[src/rtl/cv_ctrl_pkg.sv]
// Shared constants and helpers for the ColecoVision controller-port engine:
// joystick bit map, keypad line codes and the quadrature phase sequence.
package cv_ctrl_pkg;

   localparam int unsigned JOY_W    = 32;
   localparam int unsigned JOY_USED = 20;

   localparam int unsigned JB_R      = 0;
   localparam int unsigned JB_L      = 1;
   localparam int unsigned JB_D      = 2;
   localparam int unsigned JB_U      = 3;
   localparam int unsigned JB_FIRE1  = 4;
   localparam int unsigned JB_FIRE2  = 5;
   localparam int unsigned JB_STAR   = 6;
   localparam int unsigned JB_HASH   = 7;
   localparam int unsigned JB_KEY0   = 8;
   localparam int unsigned JB_PURPLE = 18;
   localparam int unsigned JB_BLUE   = 19;

   localparam logic [3:0] KC_0      = 4'b0011;
   localparam logic [3:0] KC_1      = 4'b1110;
   localparam logic [3:0] KC_2      = 4'b1101;
   localparam logic [3:0] KC_3      = 4'b0110;
   localparam logic [3:0] KC_4      = 4'b0001;
   localparam logic [3:0] KC_5      = 4'b1001;
   localparam logic [3:0] KC_6      = 4'b0111;
   localparam logic [3:0] KC_7      = 4'b1100;
   localparam logic [3:0] KC_8      = 4'b1000;
   localparam logic [3:0] KC_9      = 4'b1011;
   localparam logic [3:0] KC_STAR   = 4'b1010;
   localparam logic [3:0] KC_HASH   = 4'b0101;
   localparam logic [3:0] KC_PURPLE = 4'b0100;
   localparam logic [3:0] KC_BLUE   = 4'b0010;
   localparam logic [3:0] KC_NONE   = 4'b1111;

   // Highest-priority pressed key wins: 0, 1..9, *, #, purple, blue.
   function automatic logic [3:0] kp_encode(input logic [JOY_USED-1:0] joy);
      if      (joy[JB_KEY0+0]) return KC_0;
      else if (joy[JB_KEY0+1]) return KC_1;
      else if (joy[JB_KEY0+2]) return KC_2;
      else if (joy[JB_KEY0+3]) return KC_3;
      else if (joy[JB_KEY0+4]) return KC_4;
      else if (joy[JB_KEY0+5]) return KC_5;
      else if (joy[JB_KEY0+6]) return KC_6;
      else if (joy[JB_KEY0+7]) return KC_7;
      else if (joy[JB_KEY0+8]) return KC_8;
      else if (joy[JB_KEY0+9]) return KC_9;
      else if (joy[JB_STAR])   return KC_STAR;
      else if (joy[JB_HASH])   return KC_HASH;
      else if (joy[JB_PURPLE]) return KC_PURPLE;
      else if (joy[JB_BLUE])   return KC_BLUE;
      else                     return KC_NONE;
   endfunction

   // Phase {A,B}; forward order 11 -> 10 -> 00 -> 01 -> 11.
   function automatic logic [1:0] quad_step(input logic [1:0] ph, input logic fwd);
      case (ph)
         2'b11:   return fwd ? 2'b10 : 2'b01;
         2'b10:   return fwd ? 2'b00 : 2'b11;
         2'b00:   return fwd ? 2'b01 : 2'b10;
         default: return fwd ? 2'b11 : 2'b00;
      endcase
   endfunction

endpackage

[src/rtl/cv_ctrl_mux_if.sv]
// Controller-port bus between the host joystick side and the console pins.
interface cv_ctrl_mux_if #(
   parameter int unsigned NUM_PORTS = 2,
   parameter int unsigned SPIN_W    = 8
);
   logic [NUM_PORTS*32-1:0]     joy_i;
   logic [NUM_PORTS*SPIN_W-1:0] spin_i;
   logic [NUM_PORTS-1:0]        spin_stb_i;
   logic [NUM_PORTS-1:0]        sel_kp_n_i;
   logic [NUM_PORTS-1:0]        sel_joy_n_i;
   logic [NUM_PORTS*4-1:0]      ctrl_dir_o;
   logic [NUM_PORTS-1:0]        ctrl_p6_o;
   logic [NUM_PORTS-1:0]        ctrl_p7_o;
   logic [NUM_PORTS-1:0]        ctrl_p9_o;

   modport master (
      output joy_i, spin_i, spin_stb_i, sel_kp_n_i, sel_joy_n_i,
      input  ctrl_dir_o, ctrl_p6_o, ctrl_p7_o, ctrl_p9_o
   );

   modport slave (
      input  joy_i, spin_i, spin_stb_i, sel_kp_n_i, sel_joy_n_i,
      output ctrl_dir_o, ctrl_p6_o, ctrl_p7_o, ctrl_p9_o
   );
endinterface

[src/rtl/cv_spinner_quad.sv]
// Roller/spinner emulation for one physical port: saturating delta
// accumulator drained one quadrature step per STEP_DIV ce_i pulses.
module cv_spinner_quad
   import cv_ctrl_pkg::*;
#(
   parameter int unsigned SPIN_W   = 8,
   parameter int unsigned STEP_DIV = 64
) (
   input  logic              clk_sys,
   input  logic              reset,
   input  logic              ce_i,
   input  logic [SPIN_W-1:0] spin_i,
   input  logic              spin_stb_i,
   output logic [1:0]        phase_o
);
   localparam int unsigned AW = SPIN_W + 2;
   localparam int unsigned DW = (STEP_DIV > 1) ? $clog2(STEP_DIV) : 1;
   localparam logic signed [AW:0] SAT_MAX = (AW+1)'((2 ** (SPIN_W + 1)) - 1);
   localparam logic signed [AW:0] SAT_MIN = -SAT_MAX;

   logic signed [AW-1:0] acc_q, acc_n;
   logic [DW-1:0]        div_q;
   logic [1:0]           phase_q;
   logic                 wrap_c, step_fwd_c, step_rev_c;
   logic signed [AW:0]   delta_c, adj_c, sum_c;

   // One extra bit of headroom so the sum can be clamped instead of wrapping.
   always_comb begin
      wrap_c     = ce_i && (div_q == DW'(STEP_DIV - 1));
      step_fwd_c = wrap_c && !acc_q[AW-1] && (acc_q != '0);
      step_rev_c = wrap_c && acc_q[AW-1];
      delta_c    = spin_stb_i ? (AW+1)'($signed(spin_i)) : '0;
      adj_c      = '0;
      if (step_fwd_c)      adj_c = '1;
      else if (step_rev_c) adj_c = (AW+1)'(1);
      sum_c = (AW+1)'(acc_q) + delta_c + adj_c;
      if (sum_c > SAT_MAX)      acc_n = SAT_MAX[AW-1:0];
      else if (sum_c < SAT_MIN) acc_n = SAT_MIN[AW-1:0];
      else                      acc_n = sum_c[AW-1:0];
   end

   always_ff @(posedge clk_sys or posedge reset) begin
      if (reset) begin
         acc_q   <= '0;
         div_q   <= '0;
         phase_q <= 2'b11;
      end else begin
         acc_q <= acc_n;
         if (ce_i) div_q <= wrap_c ? '0 : div_q + DW'(1);
         if (step_fwd_c)      phase_q <= quad_step(phase_q, 1'b1);
         else if (step_rev_c) phase_q <= quad_step(phase_q, 1'b0);
      end
   end

   assign phase_o = phase_q;

endmodule

[src/rtl/cv_ctrl_mux.sv]
// ColecoVision controller-port engine: rotatable joystick-to-port mapping,
// keypad encode with press hold, and per-port spinner quadrature.
module cv_ctrl_mux
   import cv_ctrl_pkg::*;
#(
   parameter int unsigned NUM_PORTS = 2,
   parameter int unsigned SPIN_W    = 8,
   parameter int unsigned STEP_DIV  = 64,
   parameter int unsigned HOLD_LEN  = 4096,
   localparam int unsigned ROT_W    = (NUM_PORTS > 1) ? $clog2(NUM_PORTS) : 1
) (
   input  logic             clk_sys,
   input  logic             reset,
   input  logic             ce_i,
   input  logic [ROT_W-1:0] rotate_i,
   cv_ctrl_mux_if.slave     bus
);
   logic [JOY_USED-1:0] joy_phys   [NUM_PORTS];
   logic [1:0]          phase_phys [NUM_PORTS];
   logic [ROT_W-1:0]    rot_q;
   logic                rot_chg_c;

   assign rot_chg_c = (rotate_i != rot_q);

   always_ff @(posedge clk_sys or posedge reset) begin
      if (reset) rot_q <= '0;
      else       rot_q <= rotate_i;
   end

   // Spinner state belongs to the physical port and survives rotation.
   for (genvar i = 0; i < NUM_PORTS; i++) begin : g_phys
      logic [JOY_W-JOY_USED-1:0] unused_joy;
      assign joy_phys[i] = bus.joy_i[i*JOY_W +: JOY_USED];
      assign unused_joy  = bus.joy_i[i*JOY_W+JOY_USED +: JOY_W-JOY_USED];

      cv_spinner_quad #(
         .SPIN_W   (SPIN_W),
         .STEP_DIV (STEP_DIV)
      ) u_quad (
         .clk_sys    (clk_sys),
         .reset      (reset),
         .ce_i       (ce_i),
         .spin_i     (bus.spin_i[i*SPIN_W +: SPIN_W]),
         .spin_stb_i (bus.spin_stb_i[i]),
         .phase_o    (phase_phys[i])
      );
   end

   for (genvar k = 0; k < NUM_PORTS; k++) begin : g_log
      logic [ROT_W:0]      idx_sum_c;
      logic [ROT_W-1:0]    phys_c;
      logic [JOY_USED-1:0] joy_c;
      logic [3:0]          code_c, latch_q, latch_n, kp_nib_c, js_nib_c, dir_q;
      logic [15:0]         cnt_q, cnt_n;
      logic                kp_p6_c, js_p6_c, p6_q, p7_q, p9_q;

      // Effective keypad code is taken from next-state so a press shows up
      // with the same one-cycle latency as the joystick lines.
      always_comb begin
         idx_sum_c = (ROT_W+1)'(k) + {1'b0, rotate_i};
         if (idx_sum_c >= (ROT_W+1)'(NUM_PORTS))
            phys_c = ROT_W'(idx_sum_c - (ROT_W+1)'(NUM_PORTS));
         else
            phys_c = ROT_W'(idx_sum_c);
         joy_c   = joy_phys[phys_c];
         code_c  = kp_encode(joy_c);
         latch_n = latch_q;
         cnt_n   = cnt_q;
         if (rot_chg_c) begin
            latch_n = KC_NONE;
            cnt_n   = '0;
         end else if (code_c != KC_NONE) begin
            latch_n = code_c;
            cnt_n   = 16'(HOLD_LEN);
         end else if (ce_i && (cnt_q != '0)) begin
            cnt_n = cnt_q - 16'd1;
         end
         kp_nib_c = (!bus.sel_kp_n_i[k] && (cnt_n != '0)) ? latch_n : KC_NONE;
         kp_p6_c  = bus.sel_kp_n_i[k] | ~joy_c[JB_FIRE2];
         js_nib_c = bus.sel_joy_n_i[k] ? KC_NONE :
                    ~{joy_c[JB_U], joy_c[JB_R], joy_c[JB_D], joy_c[JB_L]};
         js_p6_c  = bus.sel_joy_n_i[k] | ~joy_c[JB_FIRE1];
      end

      always_ff @(posedge clk_sys or posedge reset) begin
         if (reset) begin
            latch_q <= KC_NONE;
            cnt_q   <= '0;
            dir_q   <= 4'b1111;
            p6_q    <= 1'b1;
            p7_q    <= 1'b1;
            p9_q    <= 1'b1;
         end else begin
            latch_q <= latch_n;
            cnt_q   <= cnt_n;
            dir_q   <= kp_nib_c & js_nib_c;
            p6_q    <= kp_p6_c & js_p6_c;
            p9_q    <= phase_phys[phys_c][1];
            p7_q    <= phase_phys[phys_c][0];
         end
      end

      assign bus.ctrl_dir_o[k*4 +: 4] = dir_q;
      assign bus.ctrl_p6_o[k]         = p6_q;
      assign bus.ctrl_p7_o[k]         = p7_q;
      assign bus.ctrl_p9_o[k]         = p9_q;
   end

endmodule
[src/flat_wrapper.sv]
// flat-port wrapper written by rule: the top's interface ports become plain ports
module cv_ctrl_mux_flat import cv_ctrl_pkg::*;
#(
   parameter int unsigned NUM_PORTS = 2,
   parameter int unsigned SPIN_W    = 8,
   parameter int unsigned STEP_DIV  = 64,
   parameter int unsigned HOLD_LEN  = 4096,
   localparam int unsigned ROT_W    = (NUM_PORTS > 1) ? $clog2(NUM_PORTS) : 1
)
  (clk_sys, reset, ce_i, rotate_i, bus_joy_i, bus_spin_i, bus_spin_stb_i, bus_sel_kp_n_i, bus_sel_joy_n_i, bus_ctrl_dir_o, bus_ctrl_p6_o, bus_ctrl_p7_o, bus_ctrl_p9_o);
  cv_ctrl_mux_if #(.NUM_PORTS(NUM_PORTS), .SPIN_W(SPIN_W)) bus_i ();
  input  logic clk_sys;
  input  logic reset;
  input  logic ce_i;
  input  logic [ROT_W-1:0] rotate_i;
  input wire logic [$bits(bus_i.joy_i)-1:0] bus_joy_i;
  input wire logic [$bits(bus_i.spin_i)-1:0] bus_spin_i;
  input wire logic [$bits(bus_i.spin_stb_i)-1:0] bus_spin_stb_i;
  input wire logic [$bits(bus_i.sel_kp_n_i)-1:0] bus_sel_kp_n_i;
  input wire logic [$bits(bus_i.sel_joy_n_i)-1:0] bus_sel_joy_n_i;
  output wire logic [$bits(bus_i.ctrl_dir_o)-1:0] bus_ctrl_dir_o;
  output wire logic [$bits(bus_i.ctrl_p6_o)-1:0] bus_ctrl_p6_o;
  output wire logic [$bits(bus_i.ctrl_p7_o)-1:0] bus_ctrl_p7_o;
  output wire logic [$bits(bus_i.ctrl_p9_o)-1:0] bus_ctrl_p9_o;
  assign bus_i.joy_i = bus_joy_i;
  assign bus_i.spin_i = bus_spin_i;
  assign bus_i.spin_stb_i = bus_spin_stb_i;
  assign bus_i.sel_kp_n_i = bus_sel_kp_n_i;
  assign bus_i.sel_joy_n_i = bus_sel_joy_n_i;
  assign bus_ctrl_dir_o = bus_i.ctrl_dir_o;
  assign bus_ctrl_p6_o = bus_i.ctrl_p6_o;
  assign bus_ctrl_p7_o = bus_i.ctrl_p7_o;
  assign bus_ctrl_p9_o = bus_i.ctrl_p9_o;
  cv_ctrl_mux #(.NUM_PORTS(NUM_PORTS), .SPIN_W(SPIN_W), .STEP_DIV(STEP_DIV), .HOLD_LEN(HOLD_LEN)) u_core (.clk_sys(clk_sys), .reset(reset), .ce_i(ce_i), .rotate_i(rotate_i), .bus(bus_i));
endmodule
[config.mk]
export PLATFORM = sky130hd
export DESIGN_NAME = cv_ctrl_mux_flat
export DESIGN_NICKNAME = d
export VERILOG_FILES = /design/src/rtl/cv_ctrl_pkg.sv /design/src/rtl/cv_ctrl_mux_if.sv /design/src/rtl/cv_spinner_quad.sv /design/src/rtl/cv_ctrl_mux.sv /design/src/flat_wrapper.sv
export SDC_FILE = /design/constraint.sdc
export NUM_CORES = 1
export LEC_CHECK = 0
export BUFFER_PORTS_ARGS = -buffer_cell sky130_fd_sc_hd__buf_2
export CAP_MARGIN = 20
export CORE_MARGIN = 2
export CORE_UTILIZATION = 58
export DETAILED_ROUTE_END_ITERATION = 8
export GPL_TIMING_DRIVEN = 0
export PLACE_DENSITY = 0.81
export SLEW_MARGIN = 20
export SYNTH_ARGS = -nofsm -noshare
export SYNTH_HDL_FRONTEND = slang
export SYNTH_SLANG_ARGS = --single-unit
[constraint.sdc]
create_clock -name clk_sys -period 5.64 [get_ports clk_sys]
set_input_delay 0.564 -clock clk_sys [delete_from_list [all_inputs] [get_ports clk_sys]]
set_output_delay 0.564 -clock clk_sys [all_outputs]
set_load 0.05 [all_outputs]
* Word-level counts from Yosys, hierarchy flattened
Cells that the tools add are included.
** Cells by class
- Add/sub/neg operators :: 11
- $lt $le $gt $ge :: 8
- Equal/unequal tests :: 9
- Multiplexer cells :: 76
- Bitwise gates (word level) :: 16
- Reduce and logical (&&, ||, !) cells :: 26
** Operators by type and width (number)
- 4-bit 2-to-1 mux :: 36
- 20-bit 2-to-1 mux :: 6
- 16-bit 2-to-1 mux :: 6
- 16-bit nonzero test :: 4
- 11-bit 2-to-1 mux :: 4
- 10-bit 2-to-1 mux :: 4
- 16-bit by 1-bit subtractor with 16-bit output, second input constant :: 2
- 2-bit one-hot mux with 3 select lines :: 4
- 10-bit by 11-bit adder with 11-bit output :: 2
- 11-bit adder :: 2
- 11-bit by 10-bit greater-than comparator with 1-bit output, second input constant :: 2
- 11-bit by 10-bit less-than comparator with 1-bit output, second input constant :: 2
- 2-bit 2-to-1 mux :: 10
- 10-bit nonzero test :: 2
- 6-bit by 1-bit adder with 6-bit output, second input constant :: 2
- 6-bit == test, second input constant :: 2
- 1-bit logical AND :: 12
- 6-bit 2-to-1 mux :: 2
- 4-bit AND :: 2
- 2-bit == test, second input constant :: 4
- 4-bit != test, second input constant :: 2
- 4-bit NOT :: 2
- 2-bit greater-or-equal comparator, second input constant :: 3
- 1-bit zero test :: 4
- other kinds (11) :: 25
** Storage, ports and cells
- Flip-flop bits (word level) :: 91
- Input port bits :: 90
- Output and inout port bits :: 14
- Word-level logic and storage cells :: 165

* Depth between registers and ports, before layout
- Depth after elaboration :: 28
- Depth in mapped cells :: 17
- Gate-level depth less buffers :: 16

* Modules after synthesis
A second synthesis with hierarchy kept.
** Second synthesis, totals
- Cell total of the unflattened synthesis :: 736
- Area total of the unflattened synthesis :: 6810.3 um2
** Modules (own cells, without submodules)
- cv_ctrl_mux :: instances 1, cells an instance 415, area each 3686.0 um2
- cv_spinner_quad (u_core.g_phys[1].u_quad) :: instances 1, cells an instance 160, area each 1581.5 um2
- cv_spinner_quad (u_core.g_phys[0].u_quad) :: instances 1, cells an instance 161, area each 1542.7 um2

* Worst setup path before layout
Ideal clock, no wire load.
- Kind :: input to register
- Start :: in ce_i
- End :: reg u_core.g_phys[1].u_quad.acc_q[0]
- Setup time :: 136 ps
- Arrival time :: 4595 ps
- Data required time :: 5504 ps
- Setup slack :: 909 ps
- Stages on the path :: 15
- Cell sequence :: buf_4 > clkbuf_1 > nand4_1 > nor2_1 > nand3_1 > inv_1 > fa_1 > ha_1 > nor2b_1 > o31a_1 > o31ai_1 > a21boi_0 > xor2_1 > a21oi_1 > or3b_2
** On the way
- Cells in the longest elaborated chain, start to end :: 8
** RTL lines
- start: declaration :: line flat_wrapper.sv:14 : input logic ce_i;
- 1-bit logical AND * :: line cv_spinner_quad.sv:29 : wrap_c = ce_i && (div_q == DW'(STEP_DIV - 1));
- 1-bit logical AND (on tied branches) :: line cv_spinner_quad.sv:31, cv_spinner_quad.sv:30
- 1-bit 2-to-1 mux / 1-bit logical AND (equally long branches) :: line cv_spinner_quad.sv:35, cv_spinner_quad.sv:30
- 11-bit 2-to-1 mux * :: line cv_spinner_quad.sv:34 : if (step_fwd_c) adj_c = '1;
- 11-bit adder * :: line cv_spinner_quad.sv:36 : sum_c = (AW+1)'(acc_q) + delta_c + adj_c;
- 11-bit by 10-bit less-than comparator with 1-bit output :: line cv_spinner_quad.sv:38 : else if (sum_c < SAT_MIN) acc_n = SAT_MIN[AW-1:0];
- 10-bit 2-to-1 mux :: line cv_spinner_quad.sv:38
- 10-bit 2-to-1 mux * :: line cv_spinner_quad.sv:37 : if (sum_c > SAT_MAX) acc_n = SAT_MAX[AW-1:0];
- net u_core.g_phys[1].u_quad.acc_n[0] :: line cv_spinner_quad.sv:21 : logic signed [AW-1:0] acc_q, acc_n;
- end signal: assignment :: line cv_spinner_quad.sv:48 : acc_q <= acc_n;
- end: declaration :: line cv_spinner_quad.sv:21
Mark *: on every way through the listed nets, which the timed path passes. The rest lies on a longest branch.
A chain may end at the register's enable or synchronous reset.

* Worst setup path in the final report
- Start :: in ce_i
- End :: reg u_core.g_phys[0].u_quad.acc_q[0]
** On the way
- Cells in the longest elaborated chain, start to end :: 8
** RTL lines (line)
- 1-bit logical AND * :: cv_spinner_quad.sv:29
- 1-bit logical AND (on tied branches) :: cv_spinner_quad.sv:31, cv_spinner_quad.sv:30
- 1-bit 2-to-1 mux / 1-bit logical AND (equally long branches) :: cv_spinner_quad.sv:35, cv_spinner_quad.sv:30
- 11-bit 2-to-1 mux * :: cv_spinner_quad.sv:34
- 11-bit adder * :: cv_spinner_quad.sv:36
- 11-bit by 10-bit less-than comparator with 1-bit output :: cv_spinner_quad.sv:38
- 10-bit 2-to-1 mux :: cv_spinner_quad.sv:38
- 10-bit 2-to-1 mux * :: cv_spinner_quad.sv:37
- net u_core.g_phys[0].u_quad.acc_n[0] :: cv_spinner_quad.sv:21
- end signal: assignment :: cv_spinner_quad.sv:48
- end: declaration :: cv_spinner_quad.sv:21
Marks and branches as above.

==> key figures <==
Run status
  • Run status: complete, no violations

Floorplanning
  • Width of the die: 110 um
  • Rows: 38
  • Initial core utilization: 0.600
  • IO Pins: around 100
  • Die height: approximately 110 um
  • Core ar.: roughly 11,000 um^2
  • Die area: 12,200 um^2

Flow run
  • Max cap viols: 0

Timing
  • Post-route setup slack: approximately 0.53 ns
  • Max Clock Skew: between 0.008 and 0.009 ns
  • Min Tclk post-route: around 5.1 ns
  • RSZ-0062 raised after global routing: false
  • F_max: 196 MHz
  • Worst-Margin Slew: roughly 0.83 ns
  • Final-report hold violation count: 0
  • Slew HR: 0.440
  • Final Slew Violations: 0
  • Final Setup Violations: 0
  • Final period util: 0.907

Detailed routing
  • DRC viols: 0
  • Router iterations before antenna repair: 4
  • Mean routed wirelength per cell: between 15 and 20 um
  • 1st-iter DRT viols: 440
  • Vias per cell: 6.06
  • Vias: around 5,700
  • Final wirelength: about 15 mm
  • Detail Route Antenna Nets: 0

Finish
  • Most frequent cells in the layout: nor2_1, buf_2, dfrtp_1
  • Area grow syn2layout: 13.9%
  • Most common cell after layout, fill and taps aside: nor2_1
  • N_diodes: 0
  • Fraction of layout cells with a size suffix above 1: 0.204
  • Layout Nets: between 900 and 1,000

Clocking
  • Maximum clock insertion buffer count: 2
  • CTS root buf: clkbuf_16
  • Num CTS Buffers: 9
  • Postcts setup bufs: 0
  • CTS H-tree lvls: 3
  • CTS tree: done
  • Worst-path clk slew: 0.07 ns
  • CTS Hold Bufs: 0
  • PostCTS Resize Cnt: 0
  • Clock Sink Count: 91
  • Worst-Skew Late Latency: roughly 0.34 ns

Logic synthesis
  • Seq cells post-synth: 91
  • Synth Cell Area: approximately 6600 um^2
  • Post-synth EDFFs: 0
  • Post-Syn Nets: between 800 and 900
  • Main combinational cell family by area after synthesis: simple AND/OR/NAND/NOR gates
  • Gate Count Post-Synth: 712
  • Compound-gate portion of the synthesized area: 0.175
  • Top FF cell, synth: dfrtp_1
  • Fraction of synthesized area in multiplexers: 0.0412
  • Post-synthesis simple-gate area fraction: 0.214
  • Ys Warns: 0
  • Adder-Cell Fraction of Synth Area: 0.122
  • Syn Area/Cell: just over 9 um^2
  • Seq/Total Area, Yosys: 0.352
  • Async S/R FF share, synth: 1.00
  • Distinct cells, synth: 75
  • Synthesized-area fraction occupied by xor and xnor cells: 0.0520

Worst setup path
  • Required time worst endpoint: about 5.9 ns
  • Startpoint types: input port
  • CP max FO: 10
  • Arr. time, crit path: 5.32 ns
  • WS Path Type: in2reg
  • Crit end category: register

Pwr
  • Leakage power: ~3.4 nW
  • Sequential share of power: 0.332
  • Total chip power: about 2.8 mW
  • Clock power frac: 0.209
  • Peak VDD IR: 0.306 mV
  • Sw Ratio: 0.403
  • PwrDens: roughly 380 nW/um^2
  • NetSw: 1.13 mW
  • Logic pwr share: 0.459
  • Internal: approximately 1.7 mW

Placed design
  • Placer Congestion: between 0.9 and 1
  • # port buffers: 78
  • Placement Setup Slack: -0.109 ns
  • Hpwl dp: around 12 mm

Global route
  • Largest net degree at the start of global routing: 61
  • Congestion Overflow GR: 0
  • Vias in the first global route: approximately 5,600
  • Tot GR Track Use: 0.265
  • First-pass GRT wire length: between 20 and 30 mm
  • Initial antenna violation count: 0

Hold path
  • Hold crit path type: in2async
==> worst max-delay path, cell delays in order <==
cell,delay [ns]
buf_4,0.14
clkbuf_1,0.45
nand4_1,0.25
nor2_1,0.32
nand3_1,0.36
inv_1,0.38
fa_1,0.49
ha_1,0.36
nor2b_1,0.17
o31a_1,0.27
o31ai_1,0.35
a21oi_1,0.17
xor2_2,0.35
a21oi_1,0.22
or3b_2,0.48
==> layer usage <==
layer | GRT usage | share of wire | routed length [um] | up-vias
met5 | 0 | 0 | 0 | -
met4 | 0.0857 | 0.018 | 269 | 0
met3 | 0.0259 | 0.045 | 690 | 26
met2 | 0.468 | 0.51 | 7850 | 168
met1 | 0.344 | 0.42 | 6490 | 2802
li1 | - | - | - | 2741
==> state kept, by name (all words and copies together), names as in the netlist <==
name                          cells
u_core.g_log.cnt_q               32
u_core.g_log.latch_q              8
u_core.rot_q                      1
u_core.g_log.dir_q                8
u_core.g_log.p7_q                 2
u_core.g_log.p9_q                 2
u_core.g_phys.u_quad.phase_o      4
u_core.g_phys.u_quad.acc_q       20
u_core.g_phys.u_quad.div_q       12
u_core.g_log.p6_q                 2
==> synthesized netlist by cell type, drive strengths merged (5+ instances only) <==
cell / instances / area (um^2)
o211ai: 6 / 45.0
a2111oi: 6 / 71.3
o22a: 7 / 61.3
o311a: 5 / 50.1
buf: 15 / 100
dfrtp: 65 / 1630
o21a: 14 / 105
nor3b: 7 / 52.6
clkbuf: 6 / 23.8
nand2: 49 / 184
nor2b: 8 / 50.1
a21boi: 5 / 37.5
nor4: 16 / 100
inv: 45 / 169
xnor2: 25 / 219
or3: 11 / 73.8
ha: 24 / 300
o21ai: 33 / 165
fa: 22 / 440
o31ai: 9 / 67.6
nand4: 11 / 68.8
nand3: 14 / 70.1
nor2: 84 / 315
nor3: 22 / 110
nand2b: 10 / 62.6
xor2: 14 / 123
mux2: 8 / 90.1
a21oi: 33 / 165
dfstp: 26 / 683
a21o: 5 / 38.8
or2: 7 / 43.8
and2: 16 / 100
a211oi: 7 / 52.6
maj3: 6 / 60.1
mux2i: 18 / 180
==> layout make-up <==
type,count,area (um^2)
sequential,91,2310
inverter,45,175
timing repair buffer,79,418
clock inverter,7,66.3
fill,883,3460
buffer,21,124
clock buffer,9,225
multi-input combinational,555,3980
tap,140,175
==> logic make-up (layout without fill, tap and decap cells) <==
logic type / count (synthesis) / in the layout
flip-flops: 91 / 91
XOR/XNOR: 39 / 39
multiplexers: 26 / 26
AND/OR/NAND/NOR: 275 / 275
buffers and inverters: 66 / 161
AO/OA/AOI/OAI: 163 / 163
adder cells (fa/ha/maj): 52 / 52
==> power by group through the flow <==
stage                     sequential [mW]  clock, mW  combinational, mW
after floorplan                     0.930          0              0.983
after detailed placement            0.941          0               1.26
after CTS                           0.932      0.593               1.27
after global placement              0.930          0               1.20
final                               0.932      0.585               1.29
after global routing                0.953      0.623               1.46
==> through the flow <==
step | utilization | instances | TNS (ns) | instance area, um^2 | hold slack, ns
after global routing | 0.684 | 947 | 0 | 7480 | 0.241
after global placement | 0.652 | 930 | 0 | 7130 | 0.461
final | 0.684 | 947 | 0 | 7480 | 0.221
after detailed placement | 0.655 | 931 | -0.109 | 7160 | 0.468
after floorplan | - | 712 | 0 | 6570 | 0.445
after CTS | 0.681 | 947 | 0 | 7450 | 0.221
==> final timing paths <==
check | start | to | slack, ns | cells after the start
max | ce_i | u_core.g_phys[0].u_quad.acc_q[0]$_DFF_PP0_ | 0.53 | 15
min | reset | u_core.g_phys[1].u_quad.acc_q[8]$_DFF_PP0_ | 0.22 | 2
max reg2reg | u_core.g_phys[0].u_quad.div_q[0]$_DFFE_PP0P_ | u_core.g_phys[0].u_quad.acc_q[0]$_DFF_PP0_ | 0.93 | 14
min reg2reg | u_core.g_phys[1].u_quad.div_q[4]$_DFFE_PP0P_ | u_core.g_phys[1].u_quad.div_q[4]$_DFFE_PP0P_ | 0.48 | 1
max in group asynchronous | reset | u_core.g_log[1].dir_q[1]$_DFF_PP1_ | 4.75 | 3
min in group clk_sys | rotate_i | u_core.rot_q$_DFF_PP0_ | 0.42 | 1
No activity file was read; power rests on OpenSTA's default activity.
